### src/rtl/i2c_target.sv
// i2c_target: I2C responder that maps bus transactions onto a byte-wide register port.
// Ports: clk_i/rst_i (async active-high reset), scl_i/sda_i pin samples, sda_oe_o open-drain
// pull-low, reg_addr_o/reg_wdata_o/reg_we_o/reg_rdata_i register port, busy_o transfer active.
// Optional: define I2C_TARGET_AUTO_INC_EN to step reg_addr_o after each acknowledged data byte.
module i2c_target #(
   parameter logic [6:0] ADDRESS     = 7'h78,
   parameter int         SYNC_STAGES = 2
) (
   input  logic       clk_i,
   input  logic       rst_i,
   input  logic       scl_i,
   input  logic       sda_i,
   output logic       sda_oe_o,
   output logic [7:0] reg_addr_o,
   output logic [7:0] reg_wdata_o,
   output logic       reg_we_o,
   input  logic [7:0] reg_rdata_i,
   output logic       busy_o
);
`ifdef I2C_TARGET_AUTO_INC_EN
   localparam logic [7:0] STEP = 8'd1;
`else
   localparam logic [7:0] STEP = 8'd0;
`endif
   typedef enum logic [3:0] {IDLE, ADDR, ACK_A, REG, ACK_R, WDATA, ACK_W, RDATA, RACK, WAIT_STOP} state_t;
   state_t state, state_n;
   logic [SYNC_STAGES-1:0] scl_sync, sda_sync;
   logic scl, sda, scl_d, sda_d, rise, fall, start, stop;
   logic [3:0] cnt, cnt_n;
   logic [7:0] sr, sr_n, addr_n, wdata_n;
   logic oe_n, busy_n, we_n;
   assign scl   = scl_sync[SYNC_STAGES-1];
   assign sda   = sda_sync[SYNC_STAGES-1];
   assign rise  = scl & ~scl_d;
   assign fall  = ~scl & scl_d;
   assign start = scl & scl_d & sda_d & ~sda;
   assign stop  = scl & scl_d & ~sda_d & sda;
   // Synchronizers reset to the idle bus level so reset never fakes an edge.
   always_ff @(posedge clk_i or posedge rst_i) begin
      if (rst_i) begin
         scl_sync <= '1;
         sda_sync <= '1;
         scl_d    <= 1'b1;
         sda_d    <= 1'b1;
      end else begin
         scl_sync <= {scl_sync[SYNC_STAGES-2:0], scl_i};
         sda_sync <= {sda_sync[SYNC_STAGES-2:0], sda_i};
         scl_d    <= scl;
         sda_d    <= sda;
      end
   end
   always_ff @(posedge clk_i or posedge rst_i) begin
      if (rst_i) begin
         state       <= IDLE;
         cnt         <= '0;
         sr          <= '0;
         sda_oe_o    <= 1'b0;
         busy_o      <= 1'b0;
         reg_addr_o  <= '0;
         reg_wdata_o <= '0;
         reg_we_o    <= 1'b0;
      end else begin
         state       <= state_n;
         cnt         <= cnt_n;
         sr          <= sr_n;
         sda_oe_o    <= oe_n;
         busy_o      <= busy_n;
         reg_addr_o  <= addr_n;
         reg_wdata_o <= wdata_n;
         reg_we_o    <= we_n;
      end
   end
   // cnt counts SCL rising edges within a byte; every SDA change happens on an SCL fall.
   always_comb begin
      state_n = state;
      cnt_n   = cnt;
      sr_n    = sr;
      oe_n    = sda_oe_o;
      busy_n  = busy_o;
      addr_n  = reg_addr_o;
      wdata_n = reg_wdata_o;
      we_n    = 1'b0;
      if (start) begin
         state_n = ADDR;
         cnt_n   = '0;
         oe_n    = 1'b0;
      end else if (stop) begin
         state_n = IDLE;
         oe_n    = 1'b0;
         busy_n  = 1'b0;
      end else begin
         case (state)
            ADDR, REG, WDATA: begin
               if (rise && cnt != 4'd8) begin
                  sr_n  = {sr[6:0], sda};
                  cnt_n = cnt + 4'd1;
               end
               if (rise && cnt == 4'd7 && state == WDATA) wdata_n = {sr[6:0], sda};
               if (fall && cnt == 4'd8) begin
                  cnt_n = '0;
                  oe_n  = 1'b1;
                  if (state == ADDR) begin
                     state_n = (sr[7:1] == ADDRESS) ? ACK_A : WAIT_STOP;
                     oe_n    = (sr[7:1] == ADDRESS);
                     busy_n  = (sr[7:1] == ADDRESS);
                  end else if (state == REG) begin
                     addr_n  = sr;
                     state_n = ACK_R;
                  end else begin
                     we_n    = 1'b1;
                     state_n = ACK_W;
                  end
               end
            end
            ACK_A: begin
               if (fall) begin
                  // sr[0] still holds the R/W bit of the address byte.
                  sr_n    = sr[0] ? reg_rdata_i : sr;
                  oe_n    = sr[0] & ~reg_rdata_i[7];
                  state_n = sr[0] ? RDATA : REG;
               end
            end
            ACK_R: begin
               if (fall) begin
                  oe_n    = 1'b0;
                  state_n = WDATA;
               end
            end
            ACK_W: begin
               if (fall) begin
                  oe_n    = 1'b0;
                  addr_n  = reg_addr_o + STEP;
                  state_n = WDATA;
               end
            end
            RDATA: begin
               if (rise) cnt_n = cnt + 4'd1;
               if (fall) begin
                  sr_n    = {sr[6:0], 1'b0};
                  oe_n    = (cnt == 4'd8) ? 1'b0 : ~sr[6];
                  state_n = (cnt == 4'd8) ? RACK : RDATA;
               end
            end
            RACK: begin
               if (rise) begin
                  state_n = sda ? WAIT_STOP : RACK;
                  busy_n  = ~sda;
                  addr_n  = sda ? reg_addr_o : reg_addr_o + STEP;
               end
               // Reload after the pointer has settled so the next byte reads the new register.
               if (fall) begin
                  sr_n    = reg_rdata_i;
                  oe_n    = ~reg_rdata_i[7];
                  cnt_n   = '0;
                  state_n = RDATA;
               end
            end
            default: ;
         endcase
      end
   end
endmodule
### config.mk
export PLATFORM = sky130hd
export DESIGN_NAME = i2c_target
export DESIGN_NICKNAME = d
export VERILOG_FILES = /design/src/rtl/i2c_target.sv
export SDC_FILE = /design/constraint.sdc
export NUM_CORES = 1
export LEC_CHECK = 0
export ABC_CLOCK_PERIOD_IN_PS = 2050
export CORE_MARGIN = 4
export CORE_UTILIZATION = 49
export DETAILED_ROUTE_END_ITERATION = 10
export PLACE_DENSITY = 0.75
export SLEW_MARGIN = 20
export SYNTH_ARGS = -nofsm -noshare
export SYNTH_HDL_FRONTEND = slang
export SYNTH_SLANG_ARGS = --single-unit
### constraint.sdc
create_clock -name clk_i -period 2.05 [get_ports clk_i]
set_input_delay 0.3075 -clock clk_i [delete_from_list [all_inputs] [get_ports clk_i]]
set_output_delay 0.3075 -clock clk_i [all_outputs]
set_load 0.01 [all_outputs]
# Word level (Yosys, flattened, before mapping)
# Cells that the tools add are included.
[word_totals] output_inout_bits=19 in_bits=12 elab_cells=128 ff_bits=41
[classes] reduce_logical=18 n_addsub=1 bitwise=17 n_eq_ne=30 n_mux=49
[op_table] op="$mux 4" count=17
[op_table] op="$mux 8" count=5
[op_table] op="$pmux 8 s4" count=1
[op_table] op="$ne 4x4->1 const B" count=6
[op_table] op="$eq 4x3->1 const B" count=5
[op_table] op="$mux 1" count=20
[op_table] op="$pmux 4 s5" count=1
[op_table] op="$reduce_and 6->1" count=3
[op_table] op="$ne 3x3->1 const B" count=5
[op_table] op="$ne 2x2->1 const B" count=6
[op_table] op="$pmux 4 s3" count=1
[op_table] op="$reduce_and 5->1" count=2
[op_table] op="$not 1->1" count=9
[op_table] op="$and 1x1->1" count=8
[op_table] op="$eq 4x2->1 const B" count=2
[op_table] op="$eq 4x4->1 const B" count=2
[op_table] op="$reduce_and 8->1" count=1
[op_table] op="$reduce_bool 4->1" count=2
[op_table] op="$eq 7x7->1 const B" count=1
[op_table] op="$reduce_and 7->1" count=1
[op_table] op="$reduce_bool 7->1" count=1
[op_table] op="$ne 5x5->1 const B" count=1
[op_table] op="$pmux 1 s5" count=1
[op_table] op="$add 4x1->4 const B" count=1
[op_table] op="10 further kinds" count=13

# Longest topological paths before layout
# Gate-level depths: netlist of the first run.
[logic_depth] depth_word=8 depth_mapped=8 mapped_depth_nobuf=7

# Worst setup path before layout of the first run
# No wires, ideal clock.
[synth_path] path_type="register to register" startpoint="register scl_d" endpoint="register reg_addr_o[0]" path_buffers=1 arrival_time_ns=1.897 synth_period_minus_slack_ns=2.022 stages_incl_launch_ff=6 slack_ns=0.028 required_time_ns=1.925 setup_time_ns=0.125 cell_sequence="dfstp_2 ha_1 clkbuf_1 nand2_1 nor4_4 mux2_2"
[synth_between] elab_chain_len=5 elab_cells_between_ends=10 cone_classes="bitwise (8); reduce/logical (2)"
[synth_lines] item="start: declaration" line_no="28" rtl="logic scl, sda, scl_d, sda_d, rise, fall, start, stop;"
[synth_lines] item="start signal: assignment" line_no="48" rtl="scl_d <= scl;"
[synth_lines] item="$and 1x1->1" line_no="36, 37"
[synth_lines] item="$and 1x1->1, on equally long branches (2 in series)" line_no="37, 36"
[synth_lines] item="$not 1->1 (no source line)"
[synth_lines] item="$reduce_and 6->1 (no source line) *"
[synth_lines] item="end signal: assignment" line_no="68" rtl="reg_addr_o <= addr_n;"
[synth_lines] item="end: declaration" line_no="14" rtl="output logic [7:0] reg_addr_o,"
# Every way passes the cells marked *; elsewhere a longest branch is shown, timed or not.
# A chain may end at the register's enable or synchronous reset.

# Worst setup path after layout of the first run
[layout_path] startpoint="register scl_sync[1]" endpoint="register sr[4]"
[layout_between] elab_chain_len=5 elab_cells_between_ends=16 cone_classes="eq/ne (4); bitwise (10); reduce/logical (2)"
[layout_lines] item="start: declaration" line_no="27" rtl="logic [SYNC_STAGES-1:0] scl_sync, sda_sync;"
[layout_lines] item="start signal: assignment" line_no="46" rtl="scl_sync <= {scl_sync[SYNC_STAGES-2:0], scl_i};"
[layout_lines] item="$and 1x1->1" line_no="36, 37"
[layout_lines] item="$and 1x1->1, on equally long branches (2 in series)" line_no="37, 36"
[layout_lines] item="$not 1->1 (no source line)"
[layout_lines] item="$reduce_and 8->1 (no source line) *"
[layout_lines] item="end signal: assignment" line_no="65" rtl="sr <= sr_n;"
[layout_lines] item="end: declaration" line_no="30" rtl="logic [7:0] sr, sr_n, addr_n, wdata_n;"
# Marked as above.

==> run summary, run 1 <==
Crit Path Class - reg2reg
CP top delay family - flip-flops
Synth warnings - 0
worst path bufs/invs - 1
Max Slew Vio Count - 0
setup_tns - 0 ns
worst-case clock buffer depth - 2
Post-Synthesis Cells - 201
Initial Utilization - 0.518
syn nets - 218
placed cell count - 297
Reg clk slew, reported paths - 0.08 ns
slowest cell on the critical path - dfstp_2
Post-route DRC - 0
Root Buffer - clkbuf_8
post-route ant nets - 0
maxcap violations - 0
Critical Path AT - 2.14 ns
antenna violations before repair - 0
cell area after synthesis - 0.00230 mm2
multi-input logic area - 0.00120 mm2
Data required, critical path - 2.23 ns
outcome - complete, no violations
slew margin rel. - 0.588
share of cells above drive strength 1 - 0.346
vias in the first global route - 1856
# fillers - 347
Std-Cell Rows - 24
post-synthesis register bit count - 41
Crit. path cell count - 7
Final Hold Fails - 0
Pleak - 1.33 nW
wire per inst - 16.5 um
Slew @ Worst Pin - 0.613 ns
commonest non-fill, non-tap cell in the layout - dfrtp_1
f_max - 511 MHz
Core ar. - 0.00444 mm2
CP Capture Type - register
Die Ht - 76.5 um
RSZ-0062 raised after global routing - true
width of the die - 76.5 um
Yosys cell types - 57
Period minus WS final - 1.96 ns
nets - 273
hold path depth - 0
DRT Wirelength - 5.10 mm
first-pass GRT wire length - 9.03 mm
commonest non-fill, non-tap cells in the layout - 33 x dfrtp_1, 30 x clkdlybuf4s50_1, 27 x buf_4, 24 x mux2_2, 11 x nand2_1
Num CTS Buffers - 5
GP Congestion - 0.903
Hold/Removal Path Class - reg2reg
Clock Latency Late Sink - 0.30 ns
PwrDens - 1300 mW/mm2
Non-Filler Instances - 309
leading register cell type out of synthesis - dfrtp_1
Seq. cell area - 0.00104 mm2
clock skew - 0.00790 ns
total track usage - 0.189
die area - 0.00586 mm2
register area share after synthesis - 0.449
number of synthesized flops with an enable pin - 0
DRT iter0 DRCs - 140
crit-path cells - inv_1, ha_2, nand2b_1, a21oi_2, o22ai_2, o311ai_4, mux2_2
Slowest Stage Delay on Critical Path - 0.56 ns
synth-to-layout area growth - 28.8%
post-synthesis async set-or-reset flop share - 1.00
I/O Buffers - 30
Vias/cell - 5.77
CTS tree - built
worst r2r src - scl_sync[1]$_DFF_PP1_
# clock sinks - 41
hold path start - scl_sync[0]$_DFF_PP1_
critical path peak fanout - 8
Critical Path Source - scl_sync[1]$_DFF_PP1_
largest net degree at the start of global routing - 42
Mean Syn Cell Area - 11.4 um2
maximum VDD drop - 807 uV
endpoints failing setup - 0
DP HPWL - 3.79 mm
# diodes - 0
grt ovf - 0
worst reg2reg endpoint - sr[4]$_DFFE_PP0P_
IO Pins - 31
Vias - 1782
FF-to-FF setup slack - 0.09 ns
Hold Path End - scl_sync[1]$_DFF_PP1_
Worst R2R Path Depth - 7
cts-stage hold buffer count - 0
DRT Pass-1 Iters - 4
CP Launch Type - register
H-tree Lvls - 2
final worst-path cycle share - 0.955
[worst max path at each step]
stage	to	slack (ns)
after floorplan	reg_addr_o[0]$_DFFE_PP0P_	0.03
after global placement	cnt[2]$_DFFE_PP0P_	0.07
after detailed placement	sr[4]$_DFFE_PP0P_	0.01
after CTS	cnt[2]$_DFFE_PP0P_	0.02
after global routing	sr[2]$_DFFE_PP0P_	-0.02
final	sr[4]$_DFFE_PP0P_	0.09
[stage by stage]
stage	setup WS [ns]	hold slack, ns	utilization	power [mW]	area, um2
3_5_place_dp	0.00955	0.347	0.631	3.18	2810
6_report	0.0920	0.361	0.667	3.84	2960
2_1_floorplan	0.0282	0.312	-	2.57	2300
5_1_grt	-0.0234	0.366	0.667	4.12	2960
4_1_cts	0.0168	0.362	0.656	3.80	2910
3_3_place_gp	0.0691	0.346	0.631	3.14	2810
[cell families after synthesis]
| group | share of synthesized area |
|---|---|
| adder cells (fa/ha/maj) | 0.0272 |
| flip-flops | 0.449 |
| buffers and inverters | 0.0375 |
| AND/OR/NAND/NOR | 0.173 |
| multiplexers | 0.131 |
| AO/OA/AOI/OAI | 0.182 |
[sequential cells by signal, summed over array words and instances, names as in the netlist]
signal	cells
state	4
reg_we_o	1
sda_d	1
scl_d	1
busy_o	1
sda_sync	2
scl_sync	2
sr	8
reg_addr_o	8
sda_oe_o	1
cnt	4
reg_wdata_o	8
[routing by layer]
metal | part of all wire | global-route usage | routed length [um] | vias up
li1 | - | - | - | 861
met1 | 0.48 | 0.269 | 2430 | 866
met2 | 0.47 | 0.283 | 2380 | 45
met3 | 0.044 | 0.0461 | 226 | 10
met4 | 0.012 | 0.0598 | 62 | 0
met5 | 0 | 0 | 0 | -
[synth_stat cells (2+ instances only)]
cell type | number | area, um2
dfrtp_1 | 35 | 876
mux2_2 | 24 | 270
nand2_1 | 11 | 41.3
a21oi_1 | 8 | 40.0
a22o_1 | 8 | 70.1
inv_1 | 8 | 30.0
nor3_1 | 8 | 40.0
o21ai_0 | 7 | 35.0
buf_2 | 6 | 30.0
dfstp_2 | 6 | 158
nor2b_1 | 6 | 37.5
a31oi_1 | 5 | 31.3
ha_1 | 5 | 62.6
nor2_1 | 5 | 18.8
and3b_1 | 4 | 35.0
nand2b_1 | 4 | 25.0
nand4b_1 | 3 | 26.3
a21o_1 | 2 | 15.0
buf_4 | 2 | 15.0
clkbuf_1 | 2 | 7.51
mux2i_1 | 2 | 20.0
nor3b_1 | 2 | 15.0
nor4_4 | 2 | 42.5
o21a_1 | 2 | 15.0
or2_2 | 2 | 12.5
[worst reg2reg max path: cells and delay by family, from the launching register on]
kind / cells / cell delay [ns]
buffers and inverters: 1 / 0.05
AO/OA/AOI/OAI: 3 / 0.45
AND/OR/NAND/NOR: 1 / 0.17
multiplexers: 1 / 0.39
adder cells (fa/ha/maj): 1 / 0.22
flip-flops: 1 / 0.56
[timing repair]
| item | in CTS | in global routing |
|---|---|---|
| setup buffers | 0 | 4 |
| pin swaps | 0 | 2 |
| resized for setup | 1 | 11 |
| gates cloned | 0 | 0 |
| endpoints found under the hold margin | 0 | 0 |
| setup endpoints to repair | 2 | 23 |
[cell type report]
cell class / count / share of cell area
well taps: 52 / 0.0220
flip-flops and latches: 41 / 0.350
clock buffers: 7 / 0.0325
repair buffers: 58 / 0.176
multi-input cells: 141 / 0.405
inverters: 9 / 0.0114
clock inverters: 1 / 0.00295
[report_power, final]
part	internal (mW)	switching [mW]	total [mW]
clock	0.311	0.285	0.596
sequential	1.02	0.286	1.30
combinational	1.02	0.916	1.94
Note: power is estimated with default switching activity, not from simulation.
==> run 2, diff against run 1 <==
--- a/config.mk
+++ b/config.mk
@@ -5,11 +5,14 @@
 export SDC_FILE = /design/constraint.sdc
 export NUM_CORES = 1
 export LEC_CHECK = 0
-export ABC_CLOCK_PERIOD_IN_PS = 2050
+export ABC_CLOCK_PERIOD_IN_PS = 2470
+export CELL_PAD_IN_SITES_DETAIL_PLACEMENT = 0
+export CELL_PAD_IN_SITES_GLOBAL_PLACEMENT = 1
 export CORE_MARGIN = 4
-export CORE_UTILIZATION = 49
+export CORE_UTILIZATION = 47
 export DETAILED_ROUTE_END_ITERATION = 10
-export PLACE_DENSITY = 0.75
+export PLACE_DENSITY_LB_ADDON = 0.1
+export SKIP_CTS_REPAIR_TIMING = 1
 export SLEW_MARGIN = 20
 export SYNTH_ARGS = -nofsm -noshare
 export SYNTH_HDL_FRONTEND = slang
==> constraint.sdc (replaced) <==
create_clock -name clk_i -period 2.47 [get_ports clk_i]
set_input_delay 0.3705 -clock clk_i [delete_from_list [all_inputs] [get_ports clk_i]]
set_output_delay 0.3705 -clock clk_i [all_outputs]
set_load 0.01 [all_outputs]
==> run 2 against run 1 <==
Compared with the run above: critical path depth is the same; power shrank 23%; clock skew grew 0.0024 ns; routed wire length grew 6.5%; sequential power shrank 13%; die area grew 3.8%; clock-buffer cell count is the same; hold slack lost 0.0088 ns; flip-flop and latch count is the same; global-route usage grew 0.67 points; non-clock buffer count shrank 20; critical path type unchanged.
==> run summary, run 2 (synthesis gave the netlist of run 1 again) <==
die area - 0.00608 mm2
grt ovf - 0
DP HPWL - 4.09 mm
Core ar. - 0.00472 mm2
slowest cell on the critical path - dfstp_2
DRT iter0 DRCs - 128
share of cells above drive strength 1 - 0.249
width of the die - 78.0 um
Die Ht - 78.0 um
Post-route DRC - 0
Vias - 1781
post-route ant nets - 0
Pleak - 1.22 nW
outcome - complete, no violations
H-tree Lvls - 2
Vias/cell - 5.86
GP Congestion - 0.901
nets - 253
clock skew - 0.0103 ns
Std-Cell Rows - 25
Largest regs - reg_addr_o: 8 flops, reg_wdata_o: 8 flops, sr: 8 flops
endpoints failing setup - 0
slew margin rel. - 0.551
Final Total Pwr - 2.97 mW
maximum VDD drop - 477 uV
DRT Pass-1 Iters - 4
IO Pins - 31
f_max - 445 MHz
worst-case clock buffer depth - 2
vias in the first global route - 1863
RSZ-0062 raised after global routing - false
# diodes - 0
Seq. cell area - 0.00103 mm2
Hold/Removal Path Class - in2async
final worst-path cycle share - 0.909
Data required, critical path - 2.63 ns
Reg clk slew, reported paths - 0.08 ns
PwrDens - 1060 mW/mm2
critical path peak fanout - 14
Slowest Stage Delay on Critical Path - 0.57 ns
total track usage - 0.196
Crit Path Class - reg2reg
Max Slew Vio Count - 0
# clock sinks - 41
Root Buffer - clkbuf_8
CTS tree - built
crit-path cells - inv_1, ha_1, or2_2, a2bb2oi_1, o2111ai_2, mux2i_1, nor3_1
setup_tns - 0 ns
Clock Latency Late Sink - 0.30 ns
Critical Path AT - 2.41 ns
commonest non-fill, non-tap cell in the layout - dfrtp_1
CP Capture Type - register
first-pass GRT wire length - 9.40 mm
Period minus WS final - 2.24 ns
# fillers - 416
DRT Wirelength - 5.43 mm
Slew @ Worst Pin - 0.674 ns
wire per inst - 17.9 um
Num CTS Buffers - 5
largest net degree at the start of global routing - 34
synth-to-layout area growth - 21.6%
maxcap violations - 0
I/O Buffers - 30
antenna violations before repair - 0
commonest non-fill, non-tap cells in the layout - 35 x dfrtp_1, 30 x clkdlybuf4s50_1, 24 x mux2_2, 11 x nand2_1
Initial Utilization - 0.487
CP Launch Type - register
multi-input logic area - 0.00118 mm2
Final Hold Fails - 0
run 2: cell count changes in the layout (fill, tap and decap cells not counted), sizes merged:
| cell | previous run | this run |
|---|---|---|
| inv | 10 | 9 |
| clkinvlp | 0 | 1 |
| buf | 28 | 8 |
run 2: area by class of cell:
class,instances,area share
well taps,67,0.0300
clock inverters,1,0.00268
repair buffers,38,0.133
flip-flops and latches,41,0.369
clock buffers,7,0.0308
inverters,9,0.0121
multi-input cells,141,0.422
run 2: where the power goes:
part | leakage, nW | switching [mW] | total [mW] | internal (mW)
combinational | 0.658 | 0.677 | 1.38 | 0.703
sequential | 0.513 | 0.290 | 1.13 | 0.841
clock | 0.0445 | 0.235 | 0.462 | 0.227
run 2: worst paths after layout:
| check | startpoint | endpoint | slack, ns | depth (start not counted) |
|---|---|---|---|---|
| worst max-delay path | scl_sync[1]$_DFF_PP1_ | state[2]$_DFFE_PP0P_ | 0.23 | 7 |
| worst min-delay path | rst_i | cnt[3]$_DFFE_PP0P_ | 0.35 | 2 |
| worst max register to register | scl_sync[1]$_DFF_PP1_ | state[2]$_DFFE_PP0P_ | 0.23 | 7 |
| worst min register to register | sda_sync[0]$_DFF_PP1_ | sda_sync[1]$_DFF_PP1_ | 0.36 | 0 |
| max in group asynchronous | rst_i | sda_d$_DFF_PP1_ | 1.55 | 3 |
| min in group clk_i | sda_sync[0]$_DFF_PP1_ | sda_sync[1]$_DFF_PP1_ | 0.36 | 0 |
run 2: metal layers:
layer	up-vias	routed length (um)	global-route usage
met5	-	0	0
met4	0	94	0.0647
met3	9	224	0.0464
met1	905	2540	0.273
li1	819	-	-
met2	48	2570	0.299
run 2: worst max-delay path: cells and delay by family, from the launching register on:
family | cells | cell delay, ns
flops | 1 | 0.57
fa+ha+maj | 1 | 0.35
buf+inv | 1 | 0.05
compound gates | 2 | 0.51
simple gates | 2 | 0.41
mux | 1 | 0.23
run 2: stage by stage:
| stage | hold WS, ns | util | cell area (um2) | std cells | setup slack, ns |
|---|---|---|---|---|---|
| after CTS | 0.356 | 0.593 | 2800 | 304 | 0.216 |
| after global routing | 0.368 | 0.593 | 2800 | 304 | 0.128 |
| after detailed placement | 0.349 | 0.573 | 2710 | 296 | 0.222 |
| after floorplan | 0.345 | - | 2300 | 201 | 0.448 |
| after global placement | 0.346 | 0.573 | 2710 | 296 | 0.335 |
| final | 0.352 | 0.593 | 2800 | 304 | 0.225 |
==> run 3, diff against run 2 <==
--- a/config.mk
+++ b/config.mk
@@ -11,6 +11,7 @@
 export CORE_MARGIN = 4
 export CORE_UTILIZATION = 47
 export DETAILED_ROUTE_END_ITERATION = 10
+export GPL_TIMING_DRIVEN = 0
 export PLACE_DENSITY_LB_ADDON = 0.1
 export SKIP_CTS_REPAIR_TIMING = 1
 export SLEW_MARGIN = 20
==> constraint.sdc (replaced) <==
create_clock -name clk_i -period 2.47 [get_ports clk_i]
set_input_delay 0.494 -clock clk_i [delete_from_list [all_inputs] [get_ports clk_i]]
set_output_delay 0.494 -clock clk_i [all_outputs]
set_load 0.01 [all_outputs]
==> run 3 against run 2 <==
Compared with the run above: worst setup slack got worse by 0.032 ns; critical path type unchanged; flip-flop and latch count stayed put; critical path depth down 1; sequential power is 8% lower; critical endpoint is now sr[5]$_DFFE_PP0P_; clock skew is 0.0029 ns lower; final area increased by 1.3%; via count is 1.1% higher.
==> run summary, run 3 (synthesis gave the netlist of run 1 again) <==
outcome - complete, no violations
share of cells above drive strength 1 - 0.260
wl on met1 - 2.53 mm
slowest cell on the critical path - dfstp_2
Num CTS Buffers - 5
H-tree Lvls - 2
wire per inst - 18.4 um
clock skew - 0.00744 ns
Vias - 1801
synth-to-layout area growth - 23.3%
endpoints failing setup - 0
Hold Path End - scl_sync[1]$_DFF_PP1_
combinational share of power - 0.486
nets - 258
Die Ht - 78.0 um
DRT iter0 DRCs - 124
Final Hold Fails - 0
worst-case clock buffer depth - 2
Worst R2R Path Depth - 6
met3 routed WL - 338 um
RSZ-0062 raised after global routing - false
# fillers - 423
hold path depth - 0
pre-CTS WS - -0.0147 ns
setup ws final - 0.193 ns
Max Slew Vio Count - 0
FF-to-FF setup slack - 0.19 ns
Non-Filler Instances - 309
slew margin rel. - 0.544
final worst-path cycle share - 0.922
GP Congestion - 0.836
CP Capture Type - register
worst reg2reg endpoint - sr[5]$_DFFE_PP0P_
I/O Buffers - 30
maxcap violations - 0
die area - 0.00608 mm2
largest net degree at the start of global routing - 36
antenna violations before repair - 0
post-route ant nets - 0
Reg clk slew, reported paths - 0.08 ns
Data required, critical path - 2.65 ns
crit-path cells - ha_1, clkbuf_1, a31oi_1, o22ai_2, o311ai_4, mux2_2
PwrDens - 1100 mW/mm2
DRT Pass-1 Iters - 4
CP Launch Type - register
Seq. cell area - 0.00103 mm2
Std-Cell Rows - 25
DP HPWL - 4.16 mm
DRT Wirelength - 5.68 mm
Pleak - 1.24 nW
Period minus WS final - 2.28 ns
worst r2r src - scl_d$_DFF_PP1_
IO Pins - 31
Slew @ Worst Pin - 0.679 ns
Post-route DRC - 0
Critical Path AT - 2.46 ns
critical path peak fanout - 10
Slowest Stage Delay on Critical Path - 0.55 ns
maximum VDD drop - 436 uV
switching part of the total - 0.398
commonest non-fill, non-tap cell in the layout - dfrtp_1
first-pass GRT wire length - 9.58 mm
commonest non-fill, non-tap cells in the layout - 35 x dfrtp_1, 30 x clkdlybuf4s50_1, 24 x mux2_2, 11 x nand2_1
multi-input logic area - 0.00118 mm2
grt ovf - 0
Initial Utilization - 0.487
# clock sinks - 41
f_max - 439 MHz
Root Buffer - clkbuf_8
placed cell count - 299
met2 routed WL - 2.75 mm
internal power - 1.87 mW
Clk pwr share - 0.181
CTS tree - built
uppermost layer routed - met4
width of the die - 78.0 um
Largest regs - reg_addr_o: 8 flops, reg_wdata_o: 8 flops, sr: 8 flops
total track usage - 0.200
hold path start - scl_sync[0]$_DFF_PP1_
Vias/cell - 5.83
Hold/Removal Path Class - reg2reg
switching pwr - 1.24 mW
Core ar. - 0.00472 mm2
# diodes - 0
sequential fraction of design power - 0.333
vias in the first global route - 1829
Crit Path Class - reg2reg
Clock Latency Late Sink - 0.30 ns
[run 3: worst max-delay path by stage]
stage                    startpoint                   endpoint  slack, ns  depth (start not counted)
finish              scl_d$_DFF_PP1_          sr[5]$_DFFE_PP0P_       0.19                          6
global route        scl_d$_DFF_PP1_          sr[5]$_DFFE_PP0P_       0.06                          6
CTS                 scl_d$_DFF_PP1_  reg_addr_o[5]$_DFFE_PP0P_      -0.02                          5
detailed placement  scl_d$_DFF_PP1_  reg_addr_o[6]$_DFFE_PP0P_      -0.01                          5
global placement    scl_d$_DFF_PP1_  reg_addr_o[4]$_DFFE_PP0P_       0.03                          5
floorplan           scl_d$_DFF_PP1_  reg_addr_o[0]$_DFFE_PP0P_       0.45                          5
[run 3: final cells by class]
class                      instances  share of cell area
sequential                        41               0.364
buffer                            10              0.0185
tap                               67              0.0296
clock inverter                     1              0.0106
inverter                           9              0.0119
clock buffer                       7              0.0304
multi-input combinational        141               0.416
timing repair buffer              33               0.118
[run 3: power groups by stage]
stage               clock network [mW]  logic, mW  registers [mW]
CTS                              0.576       1.50            1.03
detailed placement                   0       1.49            1.04
finish                           0.564       1.51            1.04
floorplan                            0       1.14           0.992
global placement                     0       1.45            1.03
global route                     0.611       1.64            1.06
[run 3: per-stage QoR]
step / util / hold WS [ns] / cell area, um2 / setup TNS, ns / power, mW
6_report: 0.601 / 0.357 / 2840 / 0 / 3.11
5_1_grt: 0.601 / 0.367 / 2840 / 0 / 3.31
4_1_cts: 0.597 / 0.359 / 2820 / -0.0903 / 3.11
3_5_place_dp: 0.573 / 0.347 / 2710 / -0.0547 / 2.53
3_3_place_gp: 0.568 / 0.347 / 2690 / 0 / 2.48
2_1_floorplan: - / 0.345 / 2300 / 0 / 2.14
[run 3: layer usage]
layer,vias up,global-route usage
li1,834,-
met1,899,0.264
met2,61,0.324
met3,7,0.0592
met4,0,0.0437
met5,-,0
[run 3: critical path: cells and delay by family, from the launching register on]
family,cells,cell delay (ns)
AO/OA/AOI/OAI,3,0.67
adder cells (fa/ha/maj),1,0.22
buffers and inverters,1,0.41
flip-flops,1,0.55
multiplexers,1,0.32
==> variant: new RTL, settings of run 1 <==
Set the parameter `SYNC_STAGES` to 4 (it was 2).
--- a/src/rtl/i2c_target.sv
+++ b/src/rtl/i2c_target.sv
@@ -6,3 +6,3 @@
    parameter logic [6:0] ADDRESS     = 7'h78,
-   parameter int         SYNC_STAGES = 2
+   parameter int         SYNC_STAGES = 4
 ) (
Function: no difference found for any inputs over 10 cycles, from zero or initial values and one cycle with rst_i high; that may be too few to reach the edited logic, so the function may still have changed.
==> variant against run 1 <==
Clock power shrank 7.7%; clock skew fell by 0.0015 ns; worst setup slack got worse by 0.053 ns; count of clock-buffer cells in the layout decreased by 1; sequential share of layout area is 0.82 points higher; sequential cell count increased by 4; wire length is 14% higher; global-route usage is 1.8 points higher; critical path depth unchanged; cell area up 7.5%; total power decreased by 3.7%; synthesized area decreased by 0.38%.
==> variant: results (changes against run 1) <==
| Metric | Value |
|---|---|
| Run status | `finished clean` |
| Top cells by count, synth | `sky130_fd_sc_hd__dfrtp_1, sky130_fd_sc_hd__mux2_2, sky130_fd_sc_hd__dfstp_2` |
| Synthesized net count | `216 (-0.92%)` |
| Data arrival time at the worst-slack endpoint | `2.19 ns (+0.05 ns)` |
| Setup Skew | `0.00638 ns (-0.00152 ns)` |
| VDD IR max | `0.650 mV (-19%)` |
| Worst-path maximum fanout | `7 (-1)` |
| Placed cells | `314 (+5.7%)` |
| Area of all placed cells without fillers | `0.00319 mm^2 (+7.5%)` |
| Number of design-rule violations left by the first detailed-router iteration | `239 (+71%)` |
| Total Routing Usage GR | `0.207 (+0.0184)` |
| Via count of the first global-routing pass | `1979 (+6.6%)` |
| Worst-case setup slack after placement | `-0.0778 ns (-0.0873 ns)` |
| Final instance count without filler cells | `324 (+4.9%)` |
| Vias per cell | `5.96 (+3.4%)` |
| LEAKAGE | `1.38 nW (+4.0%)` |
| Netlist cell types | `51 (-11%)` |
| Fraction of layout instances using a drive strength above 1 | `0.404 (+0.0581)` |
| Beginning of the worst register-to-register path | `scl_sync[3]` |
| Placed wire-length estimate after detailed placement | `4070 um (+7.4%)` |
| Register-to-register setup slack | `0.04 ns (-0.05 ns)` |
| Sequential fraction of the synthesis area | `0.497 (+0.0476)` |
| Global-route wire length before repair | `9800 um (+8.6%)` |
| Total net switching power | `1.39 mW (-6.4%)` |
| Post-detailed-placement cell area | `0.00298 mm^2 (+6.3%)` |
| Nets@finish | `288 (+5.5%)` |
| Worst Max-Slew Pin Slew | `0.649 ns (+0.0361 ns)` |
| Cell count after synthesis | `199 (-1.0%)` |
==> variant: cell count changes after synthesis, sizes merged, moves of 3 or more <==
cell / change
and3b: -4
buf: -3
dfstp: +4
nand2: -4
nand3b: +5
nor2: +5
nor3: -4
==> variant: cell families (layout without fill, tap and decap cells) <==
kind of cell / Yosys count / count (layout) / share of synthesized area
buffers and inverters: 16 / 89 / 0.0289
and+or+nand+nor: 56 / 56 / 0.159
AOI/OAI and AO/OA: 50 / 50 / 0.157
muxes: 27 / 27 / 0.131
adders and majority gates: 5 / 5 / 0.0273
DFF: 45 / 45 / 0.497
==> variant: power groups by stage <==
stage,registers [mW],clock network (mW),logic [mW]
floorplan,1.23,0,1.05
global placement,1.25,0,1.72
detailed placement,1.26,0,1.73
CTS,1.24,0.560,1.76
global route,1.28,0.608,2.07
finish,1.25,0.550,1.90
==> variant: per-layer routing <==
| metal | global-route usage | vias up | wire [um] |
|---|---|---|---|
| met5 | 0 | - | 0 |
| met4 | 0.0652 | 0 | 141 |
| met3 | 0.0402 | 17 | 247 |
| met2 | 0.329 | 59 | 2830 |
| met1 | 0.287 | 960 | 2590 |
| li1 | - | 896 | - |
==> variant: worst max path at each step <==
stage	from	to	slack [ns]
floorplan	cnt[0]	sr[1]	0.01
detailed placement	scl_sync[3]	state[2]	-0.08
global route	scl_sync[3]	state[2]	-0.04
CTS	scl_d	sr[7]	0.0002
finish	scl_sync[3]	state[1]	0.04
global placement	scl_sync[3]	state[2]	-0.04
==> variant: area by class of cell <==
| type | count | area, um^2 |
|---|---|---|
| clock buffer | 6 | 72.6 |
| clock inverter | 2 | 15.0 |
| fill | 304 | 1260 |
| inverter | 9 | 33.8 |
| multi-input combinational | 138 | 1190 |
| sequential | 45 | 1140 |
| tap | 52 | 65.1 |
| timing repair buffer | 72 | 666 |
==> variant: what timing repair did <==
action / in CTS / in global routing
setup endpoints to repair: 13 / 21
hold buffers: 0 / 0
gates cloned: 0 / 0
pin swaps: 0 / 6
gates resized for setup: 4 / 19
setup buffers: 0 / 2
==> variant: worst max-delay path, cell delays in order (launching register included) <==
cell and delay, ns:
sky130_fd_sc_hd__dfstp_2 0.55, sky130_fd_sc_hd__inv_2 0.04, sky130_fd_sc_hd__ha_4 0.22, sky130_fd_sc_hd__or4b_4 0.50, sky130_fd_sc_hd__o31ai_4 0.07, sky130_fd_sc_hd__a32o_2 0.25
sky130_fd_sc_hd__o311a_1 0.19, sky130_fd_sc_hd__a211oi_1 0.06
